==> src/rtl/alu_pkg.sv <==
// Shared opcode encodings and FSM state type for the registered sequential ALU.
package alu_pkg;

    // m=1 ALU functions (legacy select encoding)
    localparam logic [3:0] OP_ADD  = 4'b1001;
    localparam logic [3:0] OP_ADC  = 4'b0001;
    localparam logic [3:0] OP_SUB  = 4'b0110;
    localparam logic [3:0] OP_SBB  = 4'b0111;
    localparam logic [3:0] OP_AND  = 4'b1011;
    localparam logic [3:0] OP_OR   = 4'b1110;
    localparam logic [3:0] OP_XOR  = 4'b0011;
    localparam logic [3:0] OP_NOT  = 4'b0101;
    localparam logic [3:0] OP_MUL  = 4'b1000;

    // m=0 transfer functions
    localparam logic [3:0] XFER_B  = 4'b1010;
    localparam logic [3:0] XFER_A0 = 4'b1100;
    localparam logic [3:0] XFER_A1 = 4'b0100;

    typedef enum logic {
        ST_IDLE = 1'b0,
        ST_MUL  = 1'b1
    } state_t;

endpackage

==> src/rtl/alu_mul_iter.sv <==
// Iterative shift-add multiplier: one partial product per cycle for WIDTH cycles.
// Instantiated by alu_seq only when ALU_SEQ_MUL_EN is defined.
module alu_mul_iter #(
    parameter int WIDTH = 8
) (
    input  logic               clk,
    input  logic               rst,
    input  logic               start,
    input  logic [WIDTH-1:0]   a,
    input  logic [WIDTH-1:0]   b,
    output logic               busy,
    output logic               done,
    output logic [2*WIDTH-1:0] product
);

    localparam int CW = $clog2(WIDTH);

    logic [2*WIDTH-1:0] acc;
    logic [2*WIDTH-1:0] mcand;
    logic [WIDTH-1:0]   mplier;
    logic [CW-1:0]      count;
    logic [2*WIDTH-1:0] addend;

    // product is the accumulator after the current step, so the final value is
    // visible during the last step and stays put once mplier has drained to 0.
    assign addend  = mplier[0] ? mcand : '0;
    assign product = acc + addend;
    assign done    = busy && (count == CW'(WIDTH - 1));

    always_ff @(posedge clk or posedge rst) begin
        if (rst) begin
            acc    <= '0;
            mcand  <= '0;
            mplier <= '0;
            count  <= '0;
            busy   <= 1'b0;
        end else if (start) begin
            acc    <= '0;
            mcand  <= {{WIDTH{1'b0}}, a};
            mplier <= b;
            count  <= '0;
            busy   <= 1'b1;
        end else if (busy) begin
            acc    <= product;
            mcand  <= mcand << 1;
            mplier <= mplier >> 1;
            count  <= count + 1'b1;
            if (done) begin
                busy <= 1'b0;
            end
        end
    end

endmodule

==> src/rtl/alu_seq.sv <==
// Registered ALU with valid/ready input handshake and persistent cf/zf/sf/vf flags.
// Define ALU_SEQ_MUL_EN to build the iterative multiplier (m=1, s=1000) and its MUL state.
module alu_seq
    import alu_pkg::*;
#(
    parameter int WIDTH       = 8,
    parameter bit ZF_ON_LOGIC = 1'b1
) (
    input  logic             clk,
    input  logic             rst,
    input  logic             in_valid,
    output logic             in_ready,
    input  logic             m,
    input  logic [3:0]       s,
    input  logic [WIDTH-1:0] a,
    input  logic [WIDTH-1:0] b,
    output logic [WIDTH-1:0] t,
    output logic             out_valid,
    output logic             cf,
    output logic             zf,
    output logic             sf,
    output logic             vf
);

    localparam int MSB = WIDTH - 1;

    logic             accept;
    logic             is_mul;
    logic [WIDTH:0]   ext;
    logic [WIDTH-1:0] res;
    logic             arith;
    logic             add_op;
    logic             logic_op;
    logic             cf_n;
    logic             zf_n;
    logic             sf_n;
    logic             vf_n;

    assign accept = in_valid && in_ready;

`ifdef ALU_SEQ_MUL_EN
    state_t             state;
    state_t             state_n;
    logic               mul_start;
    logic               mul_busy;
    logic               mul_done;
    logic [2*WIDTH-1:0] mul_product;

    assign is_mul    = m && (s == OP_MUL);
    assign mul_start = accept && is_mul;
    assign in_ready  = (state == ST_IDLE);

    alu_mul_iter #(.WIDTH(WIDTH)) u_mul (
        .clk     (clk),
        .rst     (rst),
        .start   (mul_start),
        .a       (a),
        .b       (b),
        .busy    (mul_busy),
        .done    (mul_done),
        .product (mul_product)
    );

    always_ff @(posedge clk or posedge rst) begin
        if (rst) begin
            state <= ST_IDLE;
        end else begin
            state <= state_n;
        end
    end

    always_comb begin
        state_n = state;
        case (state)
            ST_IDLE: if (mul_start) state_n = ST_MUL;
            // Leaving on !mul_busy as well keeps the FSM from sticking if the
            // multiplier ever drops out early.
            ST_MUL:  if (mul_done || !mul_busy) state_n = ST_IDLE;
            default: state_n = ST_IDLE;
        endcase
    end
`else
    assign is_mul   = 1'b0;
    assign in_ready = 1'b1;
`endif

    // NOTE: every output of this always_comb gets a default before the case
    // statements; a path that skips an assignment would otherwise infer a latch.
    always_comb begin
        ext      = '0;
        res      = '0;
        arith    = 1'b0;
        add_op   = 1'b0;
        logic_op = 1'b0;
        cf_n     = 1'b0;
        zf_n     = 1'b0;
        sf_n     = 1'b0;
        vf_n     = 1'b0;

        if (m) begin
            case (s)
                OP_ADD: begin
                    ext = {1'b0, a} + {1'b0, b};
                    arith = 1'b1; add_op = 1'b1;
                end
                OP_ADC: begin
                    ext = {1'b0, a} + {1'b0, b} + {{WIDTH{1'b0}}, cf};
                    arith = 1'b1; add_op = 1'b1;
                end
                OP_SUB: begin
                    ext = {1'b0, b} - {1'b0, a};
                    arith = 1'b1;
                end
                OP_SBB: begin
                    ext = {1'b0, b} - {1'b0, a} - {{WIDTH{1'b0}}, cf};
                    arith = 1'b1;
                end
                OP_AND:  begin res = a & b; logic_op = 1'b1; end
                OP_OR:   begin res = a | b; logic_op = 1'b1; end
                OP_XOR:  begin res = a ^ b; logic_op = 1'b1; end
                OP_NOT:  begin res = ~b;    logic_op = 1'b1; end
                default: ;
            endcase
        end else begin
            case (s)
                XFER_B:           begin res = b; logic_op = 1'b1; end
                XFER_A0, XFER_A1: begin res = a; logic_op = 1'b1; end
                default: ;
            endcase
        end

        if (arith) begin
            res  = ext[WIDTH-1:0];
            cf_n = ext[WIDTH];
            zf_n = (res == '0);
            sf_n = res[MSB];
            // Subtraction is b - a, so overflow is judged against b's sign.
            vf_n = add_op ? ((a[MSB] == b[MSB]) && (res[MSB] != a[MSB]))
                          : ((a[MSB] != b[MSB]) && (res[MSB] != b[MSB]));
        end else if (logic_op && ZF_ON_LOGIC) begin
            zf_n = (res == '0);
            sf_n = res[MSB];
        end
    end

    // NOTE: sequential state uses non-blocking assignments so every register
    // samples pre-edge values, e.g. ADC reading cf before this op overwrites it.
    always_ff @(posedge clk or posedge rst) begin
        if (rst) begin
            t         <= '0;
            cf        <= 1'b0;
            zf        <= 1'b0;
            sf        <= 1'b0;
            vf        <= 1'b0;
            out_valid <= 1'b0;
        end else begin
            out_valid <= 1'b0;
            if (accept && !is_mul) begin
                t         <= res;
                cf        <= cf_n;
                zf        <= zf_n;
                sf        <= sf_n;
                vf        <= vf_n;
                out_valid <= 1'b1;
            end
`ifdef ALU_SEQ_MUL_EN
            else if (mul_done) begin
                t         <= mul_product[WIDTH-1:0];
                cf        <= |mul_product[2*WIDTH-1:WIDTH];
                zf        <= (mul_product[WIDTH-1:0] == '0);
                sf        <= mul_product[MSB];
                vf        <= 1'b0;
                out_valid <= 1'b1;
            end
`endif
        end
    end

endmodule
==> config.mk <==
export PLATFORM = sky130hd
export DESIGN_NAME = alu_seq
export DESIGN_NICKNAME = d
export VERILOG_FILES = /design/src/rtl/alu_pkg.sv /design/src/rtl/alu_mul_iter.sv /design/src/rtl/alu_seq.sv
export SDC_FILE = /design/constraint.sdc
export NUM_CORES = 1
export LEC_CHECK = 0
export BUFFER_PORTS_ARGS = -buffer_cell sky130_fd_sc_hd__buf_2
export CORE_MARGIN = 8
export CORE_UTILIZATION = 46
export DETAILED_ROUTE_END_ITERATION = 16
export GPL_TIMING_DRIVEN = 0
export PLACE_DENSITY = 0.69
export SYNTH_ARGS = -nofsm -noshare
export SYNTH_HDL_FRONTEND = slang
export SYNTH_SLANG_ARGS = --single-unit
==> constraint.sdc <==
create_clock -name clk -period 2.3 [get_ports clk]
set_clock_uncertainty 0.15 [all_clocks]
set_input_delay 0.115 -clock clk [delete_from_list [all_inputs] [get_ports clk]]
set_output_delay 0.115 -clock clk [all_outputs]
set_load 0.005 [all_outputs]
==> results of run 1 <==
Yosys cell counts (2+ instances only):
cell | instances | area [µm²]
a211o_1 | 2 | 17.52
a211oi_1 | 3 | 22.52
a211oi_2 | 2 | 25.02
a21oi_1 | 27 | 135.1
a221o_1 | 3 | 30.03
a221oi_1 | 6 | 52.55
a22oi_1 | 7 | 52.55
and2_1 | 2 | 12.51
buf_2 | 5 | 25.02
clkbuf_1 | 13 | 48.80
dfrtp_1 | 13 | 325.3
fa_1 | 2 | 40.04
ha_1 | 28 | 350.3
inv_1 | 27 | 101.4
mux2i_1 | 4 | 40.04
nand2_1 | 19 | 71.32
nand2b_1 | 7 | 43.79
nand3_1 | 3 | 15.01
nand3b_1 | 3 | 22.52
nand4_1 | 5 | 31.28
nor2_1 | 47 | 176.4
nor2b_1 | 9 | 56.30
nor3_1 | 6 | 30.03
nor4_1 | 4 | 25.02
o211ai_1 | 4 | 30.03
o21a_1 | 6 | 45.04
o21ai_0 | 5 | 25.02
o21ai_1 | 3 | 15.01
o21bai_1 | 5 | 37.54
o221ai_1 | 3 | 26.28
o22a_1 | 5 | 43.79
o22ai_1 | 10 | 62.56
or2_1 | 2 | 12.51
xnor2_1 | 11 | 96.34
xor2_1 | 11 | 96.34
critical path: stages:
cell and delay [ns]:
buf_12 0.10, inv_12 0.03, ha_4 0.15, fa_2 0.42, o21bai_1 0.17, a211o_1 0.24, nand4bb_4 0.16, nor4b_4 0.26
xor2_1 0.14, a221oi_2 0.28, buf_4 0.17, xnor2_1 0.06, or4b_1 0.49, o221ai_2 0.07
routing by layer:
layer	GRT usage	share of wire	vias up
met2	0.3488	0.47	145
met1	0.2840	0.42	1353
met4	0.04985	0.026	0
li1	-	-	1327
met5	0	0	-
met3	0.02298	0.077	23
what timing repair did:
action	CTS	global route
hold buffers	2	0
setup buffers	12	5
resized for setup	24	36
endpoints found under the hold margin	14	0
endpoints found under the setup margin	10	9
pin swaps	17	16
final cells by class:
type	count	area (µm²)	share of cell area
inverters	28	117.6	0.03614
well taps	70	87.58	0.02691
flip-flops and latches	13	325.3	0.09996
repair buffers	53	341.6	0.1050
multi-input cells	278	2242	0.6890
plain buffers	18	95.09	0.02922
clock buffers	4	45.04	0.01384
power by group:
| part | switching, W | internal [W] |
|---|---|---|
| combinational | 0.000431 | 0.000325 |
| clock | 0.0000838 | 0.000122 |
| sequential | 0.0000106 | 0.000251 |
| total | 0.000526 | 0.000699 |
stage by stage:
step	instances	hold slack, ns	power (W)
finish	464	0.2310	0.001224
global route	464	0.2749	0.001293
CTS	461	0.2355	0.001132
detailed placement	443	0.01416	0.0008518
global placement	443	-0.002885	0.0008388
floorplan	338	-0.1580	0.0006760
sequential cells by signal, summed over array words and instances (netlist names):
| name | flops |
|---|---|
| vf | 1 |
| sf | 1 |
| t | 8 |
| zf | 1 |
| out_valid | 1 |
| cf | 1 |
kinds of logic after synthesis:
logic type                 count (synthesis)
adders and majority gates                 30
buffers and inverters                     47
and+or+nand+nor                          117
muxes                                      4
DFF                                       13
other                                      1
xor gates and xnor gates                  22
AOI/OAI and AO/OA                        104
how the worst max path moves through the flow:
stage | startpoint | end | slack [ns] | cells past startpoint
finish | b[0] | vf | -0.54 | 14
global route | a[2] | vf | -0.64 | 13
CTS | b[0] | vf | -0.52 | 14
detailed placement | b[0] | vf | -1.09 | 13
global placement | b[0] | vf | -1.09 | 13
floorplan | a[0] | vf | -0.55 | 11
==> metrics, run 1 <==
first-pass GRT wire length 13150 µm; Worst Reg-to-Reg Cells 9; Vias/cell ~6.1; I/O Pins 38; All-Layer GR Usage 0.2109; DP Wirelength between 6000 and 7000 µm; crit path time final around 2.8 ns; Synth Area in Compound Gates 0.3036; unrepaired setup endpoints after global routing yes; grt ovf 0; Async SR Flop Fraction 1.000; Synth Area in XOR/XNOR 0.07805; Synth Flop Type dfrtp_1; R2R Setup Slk -0.23 ns; worst-path fanout max 4; worst min path class input pin to register; largest net degree at the start of global routing 14; worst reg2reg path startpoint cf; CP Launch Type input pin; vias in the first global route 2686; Synthesized Nets between 300 and 400; Max-slew headroom 0.4721; H-tree lvl count 1; later-pin clock latency in the skew report roughly 0.24 ns; clk buf depth 2; mux share of post-synthesis cell area 0.01622; Slew @ Worst Pin between 0.7 and 0.8 ns; ANT cells 0; most frequent cells in the layout nor2_1 (43), buf_2 (32), a21oi_1 (26); core area approximately 5100 µm²; outcome finished, violations left; Avg WL per Cell approximately 18 µm; CTS sink cnt 13; Simple-Gate Fraction of Synth Area 0.2352; final setup fails 7; Leak Pwr 1.403 nW; DRT iter0 DRCs between 300 and 400; most common cell after layout, fill and taps aside nor2_1; post-synthesis sequential area ratio 0.1318; via count 2848; fin crit share 1.234; I/O Buffers 35; crit path kind input pin to register; Hold Path Sink vf; critical path data required time between 2 and 2.5 ns; HP Start b[7]; Synth Register Bits 13; failing checks negative setup slack; Core Util, Final 0.6332; # DRC 0; Finished Cell Area between 3000 and 4000 µm²; Final Max Slew Viols 0; reg2reg end vf; Setup WS pre-CTS -1.088 ns; CTS tree yes; initial antenna violation count 0; Gate Count Post-Synth around 340; initial core utilization 0.4803; EDFF count, synth 0; unique cell type count in the Yosys netlist a little over 60; cell count of the worst hold path 4; die width a little under 90 µm; routability cong. between 0.9 and 1; crit path DAT 2.85 ns; fmax roughly 0.35 GHz; Max IR drop VDD 0.2309 mV; Cell Area, Synth around 2500 µm²; max cap viols 0; DRT Pass-1 Iters 5; P per Cell Area between 300 and 400 nW/µm²; Hold Fails Final Rpt 0; Syn. warnings 0; layout cells sized above 1 0.2665; Post-Route WL 8490 µm; clock-pin transition on the worst setup and hold timing paths approximately 0.050 ns; main combinational cell family by area after synthesis compound AO/OA/AOI/OAI gates; fin nets roughly 450; Fillers roughly 480; die area ~8000 µm²; Routed Antenna Nets 0; Avg Inst Size Synth 7.304 µm²; final setup margin -0.5390 ns; Area growth syn-to-layout 31.83%; Post-Synth Adder-Cell Area 0.1581; Fin Setup TNS -2.384 ns; Cell Rows 26; Chip Height 89.26 µm; CP Capture Type register; placed cell area ~2800 µm²; TritonCTS Buffers 3; CTS root buf clkbuf_8
No activity file was read; power rests on OpenSTA's default activity.
==> run 2, diff against run 1 <==
Settings changed: CORE_UTILIZATION 46 to 45, PLACE_DENSITY 0.69 to 0.68.
==> metrics, run 2 (synthesis results as in run 1) <==
CP Launch Type input pin; # DRC 0; crit path DAT 2.95 ns; largest register by flop count t; vias in the first global route around 2700; die width 90.07 µm; initial core utilization 0.4567; Leak Pwr 1.427 nW; Final Max Slew Viols 0; Total Power roughly 0.0012 W; DP Wirelength 6377 µm; TritonCTS Buffers 3; Vias/cell between 5 and 6; later-pin clock latency in the skew report around 0.24 ns; clock-pin transition on the worst setup and hold timing paths around 0.050 ns; Cell Rows 27; ANT cells 0; Chip Height roughly 90 µm; Max-slew headroom 0.5018; failing checks negative setup slack; Area growth syn-to-layout 35.38%; Fillers around 510; fin crit share 1.278; fmax about 0.34 GHz; P per Cell Area around 370 nW/µm²; final std cells w/o fill 473; CTS root buf clkbuf_8; max cap viols 0; critical path data required time 2.31 ns; Setup WS pre-CTS -1.169 ns; worst-path fanout max 4; via count ~2800; outcome finished, violations left; largest net degree at the start of global routing 14; unrepaired setup endpoints after global routing yes; fin nets around 460; Routed Antenna Nets 0; max reg flops 8; core area around 5400 µm²; layout cells sized above 1 0.2843; Avg WL per Cell 18.16 µm; most common cell after layout, fill and taps aside nor2_1; grt ovf 0; final setup margin -0.6403 ns; Hold Fails Final Rpt 0; CTS sink cnt 13; first-pass GRT wire length approximately 13000 µm; final setup fails 8; CP Capture Type register; All-Layer GR Usage 0.2002; crit path kind input pin to register; DRT iter0 DRCs around 230; DRT Pass-1 Iters 5; Post-Route WL 8592 µm; I/O Buffers 35; Slew @ Worst Pin approximately 0.74 ns; routability cong. about 0.97; initial antenna violation count 0; die area 8112 µm²; clk buf depth 2; Max IR drop VDD around 0.29 mV; Core Util, Final 0.6183; H-tree lvl count 1; # placed instances 445; most frequent cells in the layout nor2_1 (43), buf_2 (35), a21oi_1 (25); Fin Setup TNS -2.865 ns; worst min path class input pin to register; crit path time final about 3 ns; CTS tree yes; I/O Pins 38
run 2: routing by layer:
metal / share of wire / GRT usage / vias up
li1: - / - / 1345
met1: 0.44 / 0.2624 / 1345
met2: 0.47 / 0.3325 / 125
met3: 0.078 / 0.04489 / 12
met4: 0.012 / 0.02774 / 0
met5: 0 / 0 / -
run 2: critical path: stages:
cell,delay (ns)
buf_8,0.11
ha_4,0.15
fa_2,0.37
a211oi_4,0.36
o21ai_2,0.12
a211oi_4,0.32
nand4_1,0.19
xnor2_2,0.18
a221oi_2,0.23
buf_4,0.17
xnor2_1,0.06
or4b_1,0.47
o221ai_1,0.08
run 2: power breakdown:
group,total [W],internal [W],leakage (nW),switching [W]
logic,0.000778,0.000338,1.25,0.000440
clock network,0.000201,0.000122,0.0228,0.0000791
registers,0.000261,0.000251,0.159,0.0000102
run 2: what timing repair did:
action / CTS / global route
hold endpoints to repair: 14 / 0
pin swaps: 28 / 20
resized for setup: 32 / 27
buffers inserted: 16 / 7
hold buffers: 2 / 0
setup endpoints to repair: 10 / 9
run 2: final cells by class:
type,instances,area (µm²),share of cell area
sequential,13,325.3,0.09734
inverter,28,117.6,0.03519
clock buffer,4,45.04,0.01348
buffer,19,90.09,0.02696
tap,72,90.09,0.02696
multi-input combinational,278,2257,0.6754
timing repair buffer,59,416.7,0.1247
run 2: final timing paths:
kind	startpoint	to	slack [ns]	cells after the start
hold reg to reg	t[7]	t[7]	0.32	1
min in group asynchronous	rst	out_valid	0.29	3
max in group asynchronous	rst	t[1]	1.38	3
setup reg to reg	cf	zf	-0.19	9
setup / recovery	a[0]	vf	-0.64	13
hold / removal	b[7]	vf	0.22	4
run 2: stage by stage:
stage	hold WS, ns	instance area, µm²
floorplan	-0.1580	2534
global placement	-0.002307	2799
detailed placement	0.004255	2799
global route	0.2610	3342
CTS	0.2287	3141
finish	0.2237	3342
